### src/rtl/entrada_dados_if.sv
// entrada_dados_if: CPU/user-side bus of the data-input peripheral
//  InRead, Switches, Botao   : driven by the CPU and board (master)
//  Dado, DadoValido, Stall, LEDEspera : driven by the peripheral (slave)
interface entrada_dados_if;
  logic        InRead;
  logic [10:0] Switches;
  logic        Botao;
  logic [31:0] Dado;
  logic        DadoValido;
  logic        Stall;
  logic        LEDEspera;
  modport master (output InRead, Switches, Botao, input Dado, DadoValido, Stall, LEDEspera);
  modport slave  (input InRead, Switches, Botao, output Dado, DadoValido, Stall, LEDEspera);
endinterface

### src/rtl/entrada_dados.sv
// entrada_dados: stalls the CPU on IN until a debounced button press/release, then returns the signed switch value
//  CLK, Reset (async, active-low)
//  bus.InRead/Switches/Botao in; bus.Dado/DadoValido/Stall/LEDEspera out
module entrada_dados #(
  parameter int DEBOUNCE_CYCLES = 50000,
  parameter int BLINK_CYCLES    = 12500000,
  parameter int MAX_MAG         = 999
) (
  input  logic           CLK,
  input  logic           Reset,
  entrada_dados_if.slave bus
);
  localparam int DW = $clog2(DEBOUNCE_CYCLES + 1);
  localparam int BW = $clog2(BLINK_CYCLES + 1);
  typedef enum logic [2:0] {IDLE, ARM, WAIT_PRESS, WAIT_RELEASE, DONE} state_t;
  state_t      state_q, state_d;
  logic        btn_s1_q, btn_s2_q, btn_last_q, btn_db_q, btn_db_d;
  logic [10:0] sw_s1_q, sw_s2_q, hold_q, hold_d;
  logic [DW-1:0] db_cnt_q, db_cnt_d;
  logic [BW-1:0] blink_cnt_q, blink_cnt_d;
  logic        led_q, led_d, valid_q, valid_d;
  logic [31:0] dado_q, dado_d, value;
  logic [9:0]  mag;
  logic        stable, db_done, waiting, blink_wrap;
  always_comb begin
    stable      = btn_s2_q == btn_last_q;
    // a differing level is accepted only after DEBOUNCE_CYCLES stable cycles
    db_done     = stable && btn_s2_q != btn_db_q && db_cnt_q == DW'(DEBOUNCE_CYCLES - 1);
    db_cnt_d    = (!stable || btn_s2_q == btn_db_q || db_done) ? '0 : db_cnt_q + DW'(1);
    btn_db_d    = db_done ? btn_s2_q : btn_db_q;
    mag         = (hold_q[9:0] > 10'(MAX_MAG)) ? 10'(MAX_MAG) : hold_q[9:0];
    value       = hold_q[10] ? -{22'd0, mag} : {22'd0, mag};
    state_d     = state_q;
    hold_d      = hold_q;
    case (state_q)
      IDLE:         state_d = bus.InRead ? (btn_db_q ? WAIT_PRESS : ARM) : IDLE;
      ARM:          state_d = !bus.InRead ? IDLE : (btn_db_q ? WAIT_PRESS : ARM);
      WAIT_PRESS: begin
        state_d = !bus.InRead ? IDLE : (!btn_db_q ? WAIT_RELEASE : WAIT_PRESS);
        hold_d  = (bus.InRead && !btn_db_q) ? sw_s2_q : hold_q;
      end
      WAIT_RELEASE: state_d = !bus.InRead ? IDLE : (btn_db_q ? DONE : WAIT_RELEASE);
      default:      state_d = IDLE;
    endcase
    valid_d     = state_d == DONE;
    dado_d      = valid_d ? value : dado_q;
    // LED follows the next state so it is already 0 during the DONE cycle
    waiting     = state_d inside {ARM, WAIT_PRESS, WAIT_RELEASE};
    blink_wrap  = blink_cnt_q == BW'(BLINK_CYCLES - 1);
    blink_cnt_d = (waiting && !blink_wrap) ? blink_cnt_q + BW'(1) : '0;
    led_d       = waiting ? (blink_wrap ? ~led_q : led_q) : 1'b0;
  end
  always_ff @(posedge CLK or negedge Reset) begin
    if (!Reset) begin
      state_q     <= IDLE;
      btn_s1_q    <= 1'b1;
      btn_s2_q    <= 1'b1;
      btn_last_q  <= 1'b1;
      btn_db_q    <= 1'b1;
      sw_s1_q     <= '0;
      sw_s2_q     <= '0;
      hold_q      <= '0;
      db_cnt_q    <= '0;
      blink_cnt_q <= '0;
      led_q       <= 1'b0;
      valid_q     <= 1'b0;
      dado_q      <= '0;
    end else begin
      state_q     <= state_d;
      btn_s1_q    <= bus.Botao;
      btn_s2_q    <= btn_s1_q;
      btn_last_q  <= btn_s2_q;
      btn_db_q    <= btn_db_d;
      sw_s1_q     <= bus.Switches;
      sw_s2_q     <= sw_s1_q;
      hold_q      <= hold_d;
      db_cnt_q    <= db_cnt_d;
      blink_cnt_q <= blink_cnt_d;
      led_q       <= led_d;
      valid_q     <= valid_d;
      dado_q      <= dado_d;
    end
  end
  assign bus.Stall      = bus.InRead & (state_q != DONE) & Reset;
  assign bus.Dado       = dado_q;
  assign bus.DadoValido = valid_q;
  assign bus.LEDEspera  = led_q;
endmodule
### src/flat_wrapper.sv
// flat-port wrapper written by rule: the top's interface ports become plain ports
module entrada_dados_flat 
#(
  parameter int DEBOUNCE_CYCLES = 50000,
  parameter int BLINK_CYCLES    = 12500000,
  parameter int MAX_MAG         = 999
)
  (CLK, Reset, bus_InRead, bus_Switches, bus_Botao, bus_Dado, bus_DadoValido, bus_Stall, bus_LEDEspera);
  entrada_dados_if bus_i ();
  input  logic CLK;
  input  logic Reset;
  input wire logic [$bits(bus_i.InRead)-1:0] bus_InRead;
  input wire logic [$bits(bus_i.Switches)-1:0] bus_Switches;
  input wire logic [$bits(bus_i.Botao)-1:0] bus_Botao;
  output wire logic [$bits(bus_i.Dado)-1:0] bus_Dado;
  output wire logic [$bits(bus_i.DadoValido)-1:0] bus_DadoValido;
  output wire logic [$bits(bus_i.Stall)-1:0] bus_Stall;
  output wire logic [$bits(bus_i.LEDEspera)-1:0] bus_LEDEspera;
  assign bus_i.InRead = bus_InRead;
  assign bus_i.Switches = bus_Switches;
  assign bus_i.Botao = bus_Botao;
  assign bus_Dado = bus_i.Dado;
  assign bus_DadoValido = bus_i.DadoValido;
  assign bus_Stall = bus_i.Stall;
  assign bus_LEDEspera = bus_i.LEDEspera;
  entrada_dados #(.DEBOUNCE_CYCLES(DEBOUNCE_CYCLES), .BLINK_CYCLES(BLINK_CYCLES), .MAX_MAG(MAX_MAG)) u_core (.CLK(CLK), .Reset(Reset), .bus(bus_i));
endmodule
### config.mk
export PLATFORM = sky130hd
export DESIGN_NAME = entrada_dados_flat
export DESIGN_NICKNAME = d
export VERILOG_FILES = /design/src/rtl/entrada_dados_if.sv /design/src/rtl/entrada_dados.sv /design/src/flat_wrapper.sv
export SDC_FILE = /design/constraint.sdc
export NUM_CORES = 1
export LEC_CHECK = 0
export BUFFER_PORTS_ARGS = -buffer_cell sky130_fd_sc_hd__buf_2
export CORE_UTILIZATION = 44
export CTS_BUF_LIST = sky130_fd_sc_hd__clkbuf_16
export DETAILED_ROUTE_END_ITERATION = 6
export PLACE_DENSITY = 0.64
export SETUP_SLACK_MARGIN = 0.5
export SYNTH_ARGS = -nofsm -noshare
export SYNTH_HDL_FRONTEND = slang
export SYNTH_SLANG_ARGS = --single-unit
### constraint.sdc
create_clock -name CLK -period 6.7 [get_ports CLK]
set_input_delay 1.675 -clock CLK [delete_from_list [all_inputs] [get_ports CLK]]
set_output_delay 1.675 -clock CLK [all_outputs]
set_load 0.01 [all_outputs]
After elaboration in Yosys (flattened, before gate mapping). Cells that the tools add are included.

$add $sub $neg: 3. Magnitude comparators: 1. Bitwise logic cells: 3. Reduce and logical (&&, ||, !) cells: 13. Equal/unequal tests: 14. Mux-type cells: 13.

Operators by type and width (number): $mux W32 (1); $neg A10 Y32 (1); $add A24 B1 Y24 const B (1); $eq A24 B24 Y1 const B (1); $mux W24 (1); $add A16 B1 Y16 const B (1); $eq A16 B16 Y1 const B (1); $mux W16 (1); $eq A3 B2 Y1 const B (4); $mux W3 (4); $gt A10 B10 Y1 const B (1); $mux W10 (1); $pmux W3 S3 (1); $eq A3 B1 Y1 const B (2); $logic_and A1 B1 Y1 (4); $eq A3 B3 Y1 const B (1); $logic_not A1 Y1 (3); $logic_not A3 Y1 (1); $mux W1 (3); $ne A3 B3 Y1 const B (1); $reduce_bool A3 Y1 (1); $and A1 B1 Y1 (2); $eq A1 B1 Y1 (2); $logic_or A1 B1 Y1 (2); 6 further kinds (6).

Logic and storage cells: 60. Input port bits: 15. Output and inout bits: 35. Flip-flop bits (word level): 114.

Longest topological paths before layout. Gate-level depths: netlist (run 1).

Word-level depth: 7. Mapped depth: 8. Depth with buffers taken out: 8.

Worst setup path before layout (run 1). No wires, ideal clock.

Path kind: input port to output port. Start: input Reset. End: output bus_Stall. Buffers on the path: 0. Stages: 2. Setup slack: 3113 ps. Data required time: 5025 ps. Arrival time: 1912 ps. Cell sequence: nand2_1 a21oi_1.

Cells in the longest elaborated chain, start to end: 1.

RTL lines: start, declared (RTL line flat_wrapper.sv:11) `input logic Reset;`; $and A1 B1 Y1 (RTL line entrada_dados.sv:84) `assign bus.Stall = bus.InRead & (state_q != DONE) & Reset;`; end, declared (RTL line flat_wrapper.sv:17) `output wire logic [$bits(bus_i.Stall)-1:0] bus_Stall;`.

Every way passes these cells.

Worst setup path in the final report (run 1). Same ends and word-level chain as after synthesis.

==> results of run 1 <==
## state kept, by name, summed over array words and instances (netlist names)
signal	flops
u_core.blink_cnt_q	24
u_core.btn_db_q	1
u_core.btn_last_q	1
u_core.btn_s1_q	1
u_core.btn_s2_q	1
u_core.bus.Dado	19
u_core.bus.DadoValido	1
u_core.bus.LEDEspera	1
u_core.db_cnt_q	16
u_core.hold_q	11
u_core.state_q	3
u_core.sw_s1_q	11
u_core.sw_s2_q	11
## placed cells by master (no fill, tap or decap), types with 3 or more instances in the layout
cell type   n
dfrtp_1    97
buf_2      48
nor2_1     32
nand2_1    29
xnor2_1    21
nor3_1     21
o21ai_0    20
nand3_1    16
mux2_2     11
or3_1      10
nand4_1     9
xor2_1      9
a211oi_1    9
clkbuf_16   9
inv_1       8
a21o_1      8
nor4_1      7
or4_1       6
nand2b_1    5
a21oi_1     4
o41ai_1     4
ha_1        4
buf_4       4
dfstp_2     4
and3_1      3
or2_2       3
o31ai_1     3
nand3b_1    3
## critical path: stages
cell and delay, ns:
buf_4 0.34, nand2_1 0.09, a21oi_1 0.12, buf_2 0.14
## cells by family (layout without fill, tap and decap cells)
group	Yosys count	in the layout	share of synthesized area, %
buffers and inverters	34	75	4.18
and+or+nand+nor	155	155	18.4
muxes	12	12	3.04
AOI/OAI and AO/OA	61	61	9.65
xor gates and xnor gates	30	30	5.98
adders and majority gates	4	4	1.14
DFF	101	101	57.6
## layout make-up
cell class	instances	area [µm²]	area share [%]
sequential	101	2530	51.0
clock buffer	9	225	4.53
timing repair buffer	52	270	5.44
multi-input combinational	262	1690	33.9
clock inverter	7	63.8	1.28
tap	133	166	3.35
inverter	7	26.3	0.529
## stage by stage
stage | setup slack (ns) | cells
CTS | 2.60 | 571
finish | 2.64 | 571
floorplan | 3.11 | 397
global route | 2.52 | 571
detailed placement | 2.61 | 555
global placement | 2.63 | 555
## path summary, 6_finish.rpt
path / from / end / depth (start not counted)
min in group asynchronous: Reset / u_core.bus.Dado[23]$_DFFE_PN0P_ / 1
worst min register to register: u_core.sw_s1_q[2]$_DFF_PN0_ / u_core.sw_s2_q[2]$_DFF_PN0_ / 0
worst max-delay path: Reset / bus_Stall / 4
max in group asynchronous: Reset / u_core.blink_cnt_q[14]$_DFF_PN0_ / 2
worst max register to register: u_core.hold_q[3]$_DFFE_PN0P_ / u_core.bus.Dado[8]$_DFFE_PN0P_ / 8
worst min-delay path: u_core.sw_s1_q[2]$_DFF_PN0_ / u_core.sw_s2_q[2]$_DFF_PN0_ / 0
## power by group
| part | total [mW] | switching, mW | internal [mW] |
|---|---|---|---|
| Sequential | 0.629 | 0.00622 | 0.623 |
| Clock | 0.492 | 0.234 | 0.257 |
| Combinational | 0.0333 | 0.0232 | 0.0101 |
## metal layers
layer,vias to the layer above,part of all wire (%),GRT usage (%)
met5,-,0,0
met4,0,2.1,8.02
met3,11,3.1,3.01
met2,65,45,25.2
met1,1451,50,22.9
li1,1480,-,-
==> results.cfg, run 1 <==
[worst_setup_path]
cp.arrival_ns = 2.38
cp_max_fo = 32
reg2reg_slack_ns = 4.00
cp.required_ns = 5.03
worst_setup_path_end_kind = output port
worstSetupPathType = input port to output port
start_kind = input port

[hold_path]
hold_path.class = flip-flop to flip-flop

[sta]
fin_tns_setup_ns = 0
fin_crit_sh_pct = 60.5
fmax_ghz = 0.247
setup_viol = 0
worstMarginPinSlew_ns = 1.08
hold_violations = 0
skew_ns = 0.00710
drv_slew = 0
slew_headroom_pct = 28.0
post-route-min-period_ns = 4.06
rsz0062_at_grt = false
hold_ws_ns = 0.348

[cells_and_area]
final_area_um2 = 4970
fillers = 868
final_core_util_pct = 51.1
layout-drive-gt1-share_pct = 21.7
nets = 452
areaGrowthSynthToFinish_pct = 13.0
num_antenna_cells = 0

[floorplan]
ios = 50
coreArea_um2 = 9730
die_w_um = 102
num_rows = 36
initial_core_util_pct = 45.2
fp.dieH_um = 102
dieArea_um2 = 10400

[synth]
ys_ff_latch = 101
syn_avg_cell_area_um2 = 11.1
synth_commonest_cells = dfrtp_1 (97), nor2_1 (32), nand2_1 (29)
syn_area_um2 = 4400
async_reset_ff_share_pct = 100
synth-seq-area-share_pct = 57.6
synth_fp_nets = 416
synth_area_leaders = dfrtp_1 (55%), xnor2_1 (4.2%), mux2_2 (2.8%)
synth_most_common_cell = dfrtp_1
synth_top_area_share_pct = 55.2
synth_largest_area_cell = dfrtp_1
yosys_warnings = 0
syn_inst = 397
synth_top_flop_cell = dfrtp_1
synth_edf_count = 0
yosysUniqueCellTypes = 48

[global_routing]
grtUsageTotal_pct = 16.5
grt_pass1_vias = 2788
grt_overflow = 0
grt_start_max_net_pins = 72
grt_pass1_wl_mm = 13.3
antenna_found_initial = 0

[cts]
clock_latency_ns = 0.35
clockBufferDepth = 2
holdBufCountCts = 0
path_clk_slew_ns = 0.07
cts_resized = 0
htreeDepth = 3
clockRootBuffer = clkbuf_16
cts_made_buffers = 9
cts_tree = built
cts_setup_buffers = 0
clock_sinks = 101

[drt]
drcViolationCount = 0
first_pass_iters = 4
via_per_inst = 5.27
ant_nets = 0
wl_mm = 7.88
routedWlPerCell_um = 13.8
dr.first_iter.drc_count = 148
via_count = 3007

[job]
maxCapViolCount = 0

[run_status]
run_status = complete, no violations

[place]
dp_hpwl_mm = 5.27
gp_congestion = 0.784
postPlaceCellArea_um2 = 4680
port_buffers = 49

[pwr]
p_leak_nw = 2.25
finalPower_mw = 1.15
ir_worst_vdd_mv = 0.112
power_density_nw_per_um2 = 232
Power figures use the tool's default switching activity.
==> run 2: changes to the inputs <==
==> constraint.sdc (replaced) <==
create_clock -name CLK -period 4 [get_ports CLK]
set_input_delay 1 -clock CLK [delete_from_list [all_inputs] [get_ports CLK]]
set_output_delay 1 -clock CLK [all_outputs]
set_load 0.01 [all_outputs]
==> results.cfg, run 2 (same netlist as run 1, synthesis figures left out) <==
[cells_and_area]
layout-drive-gt1-share_pct = 21.9
final_common_cell = dfrtp_1
num_antenna_cells = 0
final_cells = 571
top_register = u_core.blink_cnt_q
areaGrowthSynthToFinish_pct = 13.1
regArea_um2 = 2530
nets = 452
fillers = 896
final_cell_mix = dfrtp_1 (97), buf_2 (48), nor2_1 (32)
multi_input_area_um2 = 1690
largest_reg_flops = 24
final_core_util_pct = 51.1

[drt]
wl_mm = 7.62
routed-wl-met3_um = 306
first_pass_iters = 4
dr_wl_met2_mm = 3.51
highest_layer = met4
dr.first_iter.drc_count = 175
ant_nets = 0
via_per_inst = 5.23
drcViolationCount = 0
wl_met1_mm = 3.72
via_count = 2987
routedWlPerCell_um = 13.3

[global_routing]
grt_overflow = 0
grtUsageTotal_pct = 15.8
grt_start_max_net_pins = 69
grt_pass1_wl_mm = 12.8
grt_pass1_vias = 2754
antenna_found_initial = 0

[floorplan]
die_w_um = 102
fp.dieH_um = 102
num_rows = 36
coreArea_um2 = 9730
dieArea_um2 = 10400
ios = 50
initial_core_util_pct = 45.2

[sta]
hold_violations = 0
fin_tns_setup_ns = 0
drv_slew = 0
rsz0062_at_grt = false
fmax_ghz = 0.367
setup_slack_ns = 1.28
fin_crit_sh_pct = 68.1
post-route-min-period_ns = 2.72
setup_viol = 0
worstMarginPinSlew_ns = 1.04
skew_ns = 0.00461
slew_headroom_pct = 30.8

[place]
dp.cells = 555
port_buffers = 49
dp_hpwl_mm = 5.17
post-place-ws_ns = 1.24
gp_congestion = 0.809

[cts]
clock_latency_ns = 0.34
cts_tree = built
cts_setup_buffers = 0
path_clk_slew_ns = 0.07
htreeDepth = 3
clock_sinks = 101
cts_made_buffers = 9
holdBufCountCts = 0
clockRootBuffer = clkbuf_16
clockBufferDepth = 2
cts_resized = 0

[worst_setup_path]
cp_max_fo = 35
cp.arrival_ns = 1.72
worst_setup_path_end_kind = output port
crit_buf_inv = 2
reg2reg_depth = 8
cp.required_ns = 3.00
crit_chain = buf_4 -> nand2_1 -> a21oi_1 -> buf_2
critical-path-max-stage-delay_ns = 0.36
worstSetupPathType = input port to output port
cp.depth = 4
cpMaxStageDelayCell = buf_4
start_kind = input port
cp_top_family = buffers and inverters

[hold_path]
min_path_cells = 0
hold_path.class = flip-flop to flip-flop

[pwr]
switching_share_pct = 23.1
seqPwrFrac_pct = 54.1
power_density_nw_per_um2 = 392
finalPower_mw = 1.95
p_int_mw = 1.50
p_sw_mw = 0.451
p_clk_share_pct = 43.1
p_leak_nw = 2.26
p_comb_share_pct = 2.8
ir_worst_vdd_mv = 0.222

[job]
maxCapViolCount = 0

[run_status]
run_status = complete, no violations
==> run 2: final timing paths <==
| path | from | end | slack (ns) |
|---|---|---|---|
| max | Reset | bus_Stall | 1.28 |
| min in group asynchronous | Reset | u_core.bus.Dado[25]$_DFFE_PN0P_ | 0.60 |
| min reg2reg | u_core.sw_s1_q[3]$_DFF_PN0_ | u_core.sw_s2_q[3]$_DFF_PN0_ | 0.35 |
| max in group asynchronous | Reset | u_core.blink_cnt_q[14]$_DFF_PN0_ | 2.22 |
| max reg2reg | u_core.hold_q[3]$_DFFE_PN0P_ | u_core.bus.Dado[8]$_DFFE_PN0P_ | 1.32 |
| min | u_core.sw_s1_q[3]$_DFF_PN0_ | u_core.sw_s2_q[3]$_DFF_PN0_ | 0.35 |
==> run 2: area by class of cell <==
type | instances | area share, %
multi-input combinational | 262 | 33.9
clock inverter | 7 | 1.36
timing repair buffer | 52 | 5.43
tap | 133 | 3.35
inverter | 7 | 0.528
clock buffer | 9 | 4.53
sequential | 101 | 50.9
==> run 2: routing by layer <==
metal | global-route usage (%) | vias up
li1 | - | 1477
met1 | 21.1 | 1438
met2 | 25.2 | 67
met3 | 4.17 | 5
met4 | 5.27 | 0
met5 | 0 | -
==> run 2: power by group through the flow <==
stage / clock (mW) / combinational (mW) / sequential, mW
6_report: 0.840 / 0.0549 / 1.05
5_1_grt: 0.913 / 0.0647 / 1.06
4_1_cts: 0.871 / 0.0572 / 1.05
3_5_place_dp: 0 / 0.0570 / 1.07
3_3_place_gp: 0 / 0.0561 / 1.07
2_1_floorplan: 0 / 0.0173 / 1.07
==> run 2: worst reg2reg max path: stages, from the launching register on <==
cell      delay [ns]
dfrtp_1         0.45
o211ai_1        0.33
nor2_1          0.15
nor2_1          0.16
ha_1            0.22
or4b_2          0.65
o41ai_1         0.34
xor2_1          0.17
o21ai_0         0.08
==> run 2: per-stage QoR <==
step	cell area [µm²]	hold WS (ns)
after global placement	4680	0.335
after global routing	4970	0.360
after CTS	4970	0.352
final	4970	0.351
after detailed placement	4680	0.336
after floorplan	4400	0.331
==> run 3: changes to the inputs <==
--- a/config.mk
+++ b/config.mk
@@ -9,7 +9,7 @@
 export CORE_UTILIZATION = 44
 export CTS_BUF_LIST = sky130_fd_sc_hd__clkbuf_16
 export DETAILED_ROUTE_END_ITERATION = 6
-export PLACE_DENSITY = 0.64
+export PLACE_DENSITY = 0.66
 export SETUP_SLACK_MARGIN = 0.5
 export SYNTH_ARGS = -nofsm -noshare
 export SYNTH_HDL_FRONTEND = slang
==> constraint.sdc (replaced) <==
create_clock -name CLK -period 2.4 [get_ports CLK]
set_input_delay 0.6 -clock CLK [delete_from_list [all_inputs] [get_ports CLK]]
set_output_delay 0.6 -clock CLK [all_outputs]
set_load 0.01 [all_outputs]
==> results.cfg, run 3 (same netlist as run 1, synthesis figures left out) <==
[hold_path]
hold_path.class = input port to async pin

[worst_setup_path]
critical-path-max-stage-delay_ns = 0.49
crit_chain = o211ai_1 -> nor2_2 -> nor2_2 -> ha_2 -> or4b_4 -> o41ai_2 -> xor2_1 -> o21ai_1
cp.required_ns = 2.62
cp_top_family = simple AND/OR/NAND/NOR gates
reg2reg_slack_ns = 0.23
r2r-start = u_core.hold_q[3]$_DFFE_PN0P_
r2r_end = u_core.bus.Dado[8]$_DFFE_PN0P_
reg2reg_depth = 8
worst_setup_path_end_kind = flip-flop
cp_max_fo = 5
cpMaxStageDelayCell = or4b_4
cp.arrival_ns = 2.39
start_kind = flip-flop
worstSetupPathType = flip-flop to flip-flop
crit_buf_inv = 0
cp.depth = 8
cp_common_cell = nor2_2

[cts]
cts_made_buffers = 9
clock_latency_ns = 0.34
path_clk_slew_ns = 0.07
cts_tree = built
holdBufCountCts = 0
clockBufferDepth = 2
htreeDepth = 3
clockRootBuffer = clkbuf_16
clock_sinks = 101

[cells_and_area]
top_register = u_core.blink_cnt_q
final_common_cell = dfrtp_1
final_area_um2 = 5310
final_cell_mix = dfrtp_1 (94), buf_2 (48), nor2_1 (30)
areaGrowthSynthToFinish_pct = 20.7
nets = 478
final_core_util_pct = 54.5
layout-drive-gt1-share_pct = 31.3
num_antenna_cells = 0
largest_reg_flops = 24

[floorplan]
fp.dieH_um = 102
dieArea_um2 = 10400
num_rows = 36
ios = 50
initial_core_util_pct = 45.2
coreArea_um2 = 9730
die_w_um = 102

[sta]
fmax_ghz = 0.461
skew_ns = 0.00811
hold_violations = 0
post-route-min-period_ns = 2.17
rsz0062_at_grt = true
worstMarginPinSlew_ns = 0.559
fin_crit_sh_pct = 90.3
drv_slew = 0
slew_headroom_pct = 62.8
fin_tns_setup_ns = 0
setup_viol = 0
hold_ws_ns = 0.327

[pwr]
p_leak_nw = 2.41
finalPower_mw = 3.20
ir_worst_vdd_mv = 0.406
power_density_nw_per_um2 = 603

[drt]
wl_mm = 8.34
first_pass_iters = 5
drcViolationCount = 0
dr.first_iter.drc_count = 147
via_count = 3128
routedWlPerCell_um = 14.0
ant_nets = 0
via_per_inst = 5.24

[place]
dp_hpwl_mm = 5.33
gp_congestion = 0.763
postPlaceCellArea_um2 = 4770
port_buffers = 49

[global_routing]
grt_overflow = 0
grt_pass1_vias = 3006
grt_start_max_net_pins = 102
antenna_found_initial = 0
grt_pass1_wl_mm = 14.1
grtUsageTotal_pct = 17.4

[job]
maxCapViolCount = 0

[run_status]
run_status = complete, no violations
run 3: changes by cell type in the layout (fill, tap and decap cells not counted), moves of 3 or more:
cell,before,now
a211oi_1,9,1
a211oi_2,1,9
or3_1,10,6
dfrtp_1,97,94
or3_4,0,4
or4_1,6,3
dfrtp_2,0,3
buf_4,4,28
or4_4,1,4
run 3: report_power, final:
| group | internal (mW) | leakage (nW) | switching [mW] |
|---|---|---|---|
| clock | 0.710 | 0.141 | 0.630 |
| combinational | 0.0355 | 0.953 | 0.0673 |
| sequential | 1.74 | 1.32 | 0.0179 |
run 3: what timing repair did:
action	4_1_cts	5_1_grt
pin swaps	6	17
resized for setup	6	19
endpoints found under the setup margin	16	22
buffers inserted	16	4
hold endpoints to repair	0	0
run 3: routing by layer:
layer  wire length, µm  vias up  GRT usage (%)
met5                 0        -              0
met4               108        0           5.82
met3               262        8           4.79
met2              4030       56           27.4
met1              3940     1535           23.3
li1                  -     1529              -
run 3: worst reg2reg max path, stage by stage, from the launching register on:
cell and delay, ns:
dfrtp_1 0.37, o211ai_1 0.26, nor2_2 0.10, nor2_2 0.14, ha_2 0.18, or4b_4 0.49
o41ai_2 0.24, xor2_1 0.19, o21ai_1 0.07
run 3: through the flow:
stage | cells | setup slack, ns
6_report | 597 | 0.232
5_1_grt | 597 | 0.0930
4_1_cts | 593 | 0.239
3_5_place_dp | 561 | 0.127
3_3_place_gp | 561 | 0.191
2_1_floorplan | 397 | 0.161
run 3: layout make-up:
type | count | area [µm²]
clock buffer | 9 | 225
clock inverter | 7 | 50.0
fill | 853 | 4420
inverter | 7 | 26.3
multi-input combinational | 262 | 1810
sequential | 101 | 2540
tap | 133 | 166
timing repair buffer | 78 | 490
run 3: how the worst max path moves through the flow:
stage | startpoint | to | slack, ns
after CTS | u_core.hold_q[4]$_DFFE_PN0P_ | u_core.bus.Dado[8]$_DFFE_PN0P_ | 0.24
after global placement | u_core.hold_q[4]$_DFFE_PN0P_ | u_core.bus.Dado[24]$_DFFE_PN0P_ | 0.19
after global routing | u_core.hold_q[3]$_DFFE_PN0P_ | u_core.bus.Dado[8]$_DFFE_PN0P_ | 0.09
after floorplan | u_core.hold_q[3]$_DFFE_PN0P_ | u_core.bus.Dado[24]$_DFFE_PN0P_ | 0.16
after detailed placement | u_core.hold_q[4]$_DFFE_PN0P_ | u_core.bus.Dado[30]$_DFFE_PN0P_ | 0.13
final | u_core.hold_q[3]$_DFFE_PN0P_ | u_core.bus.Dado[8]$_DFFE_PN0P_ | 0.23
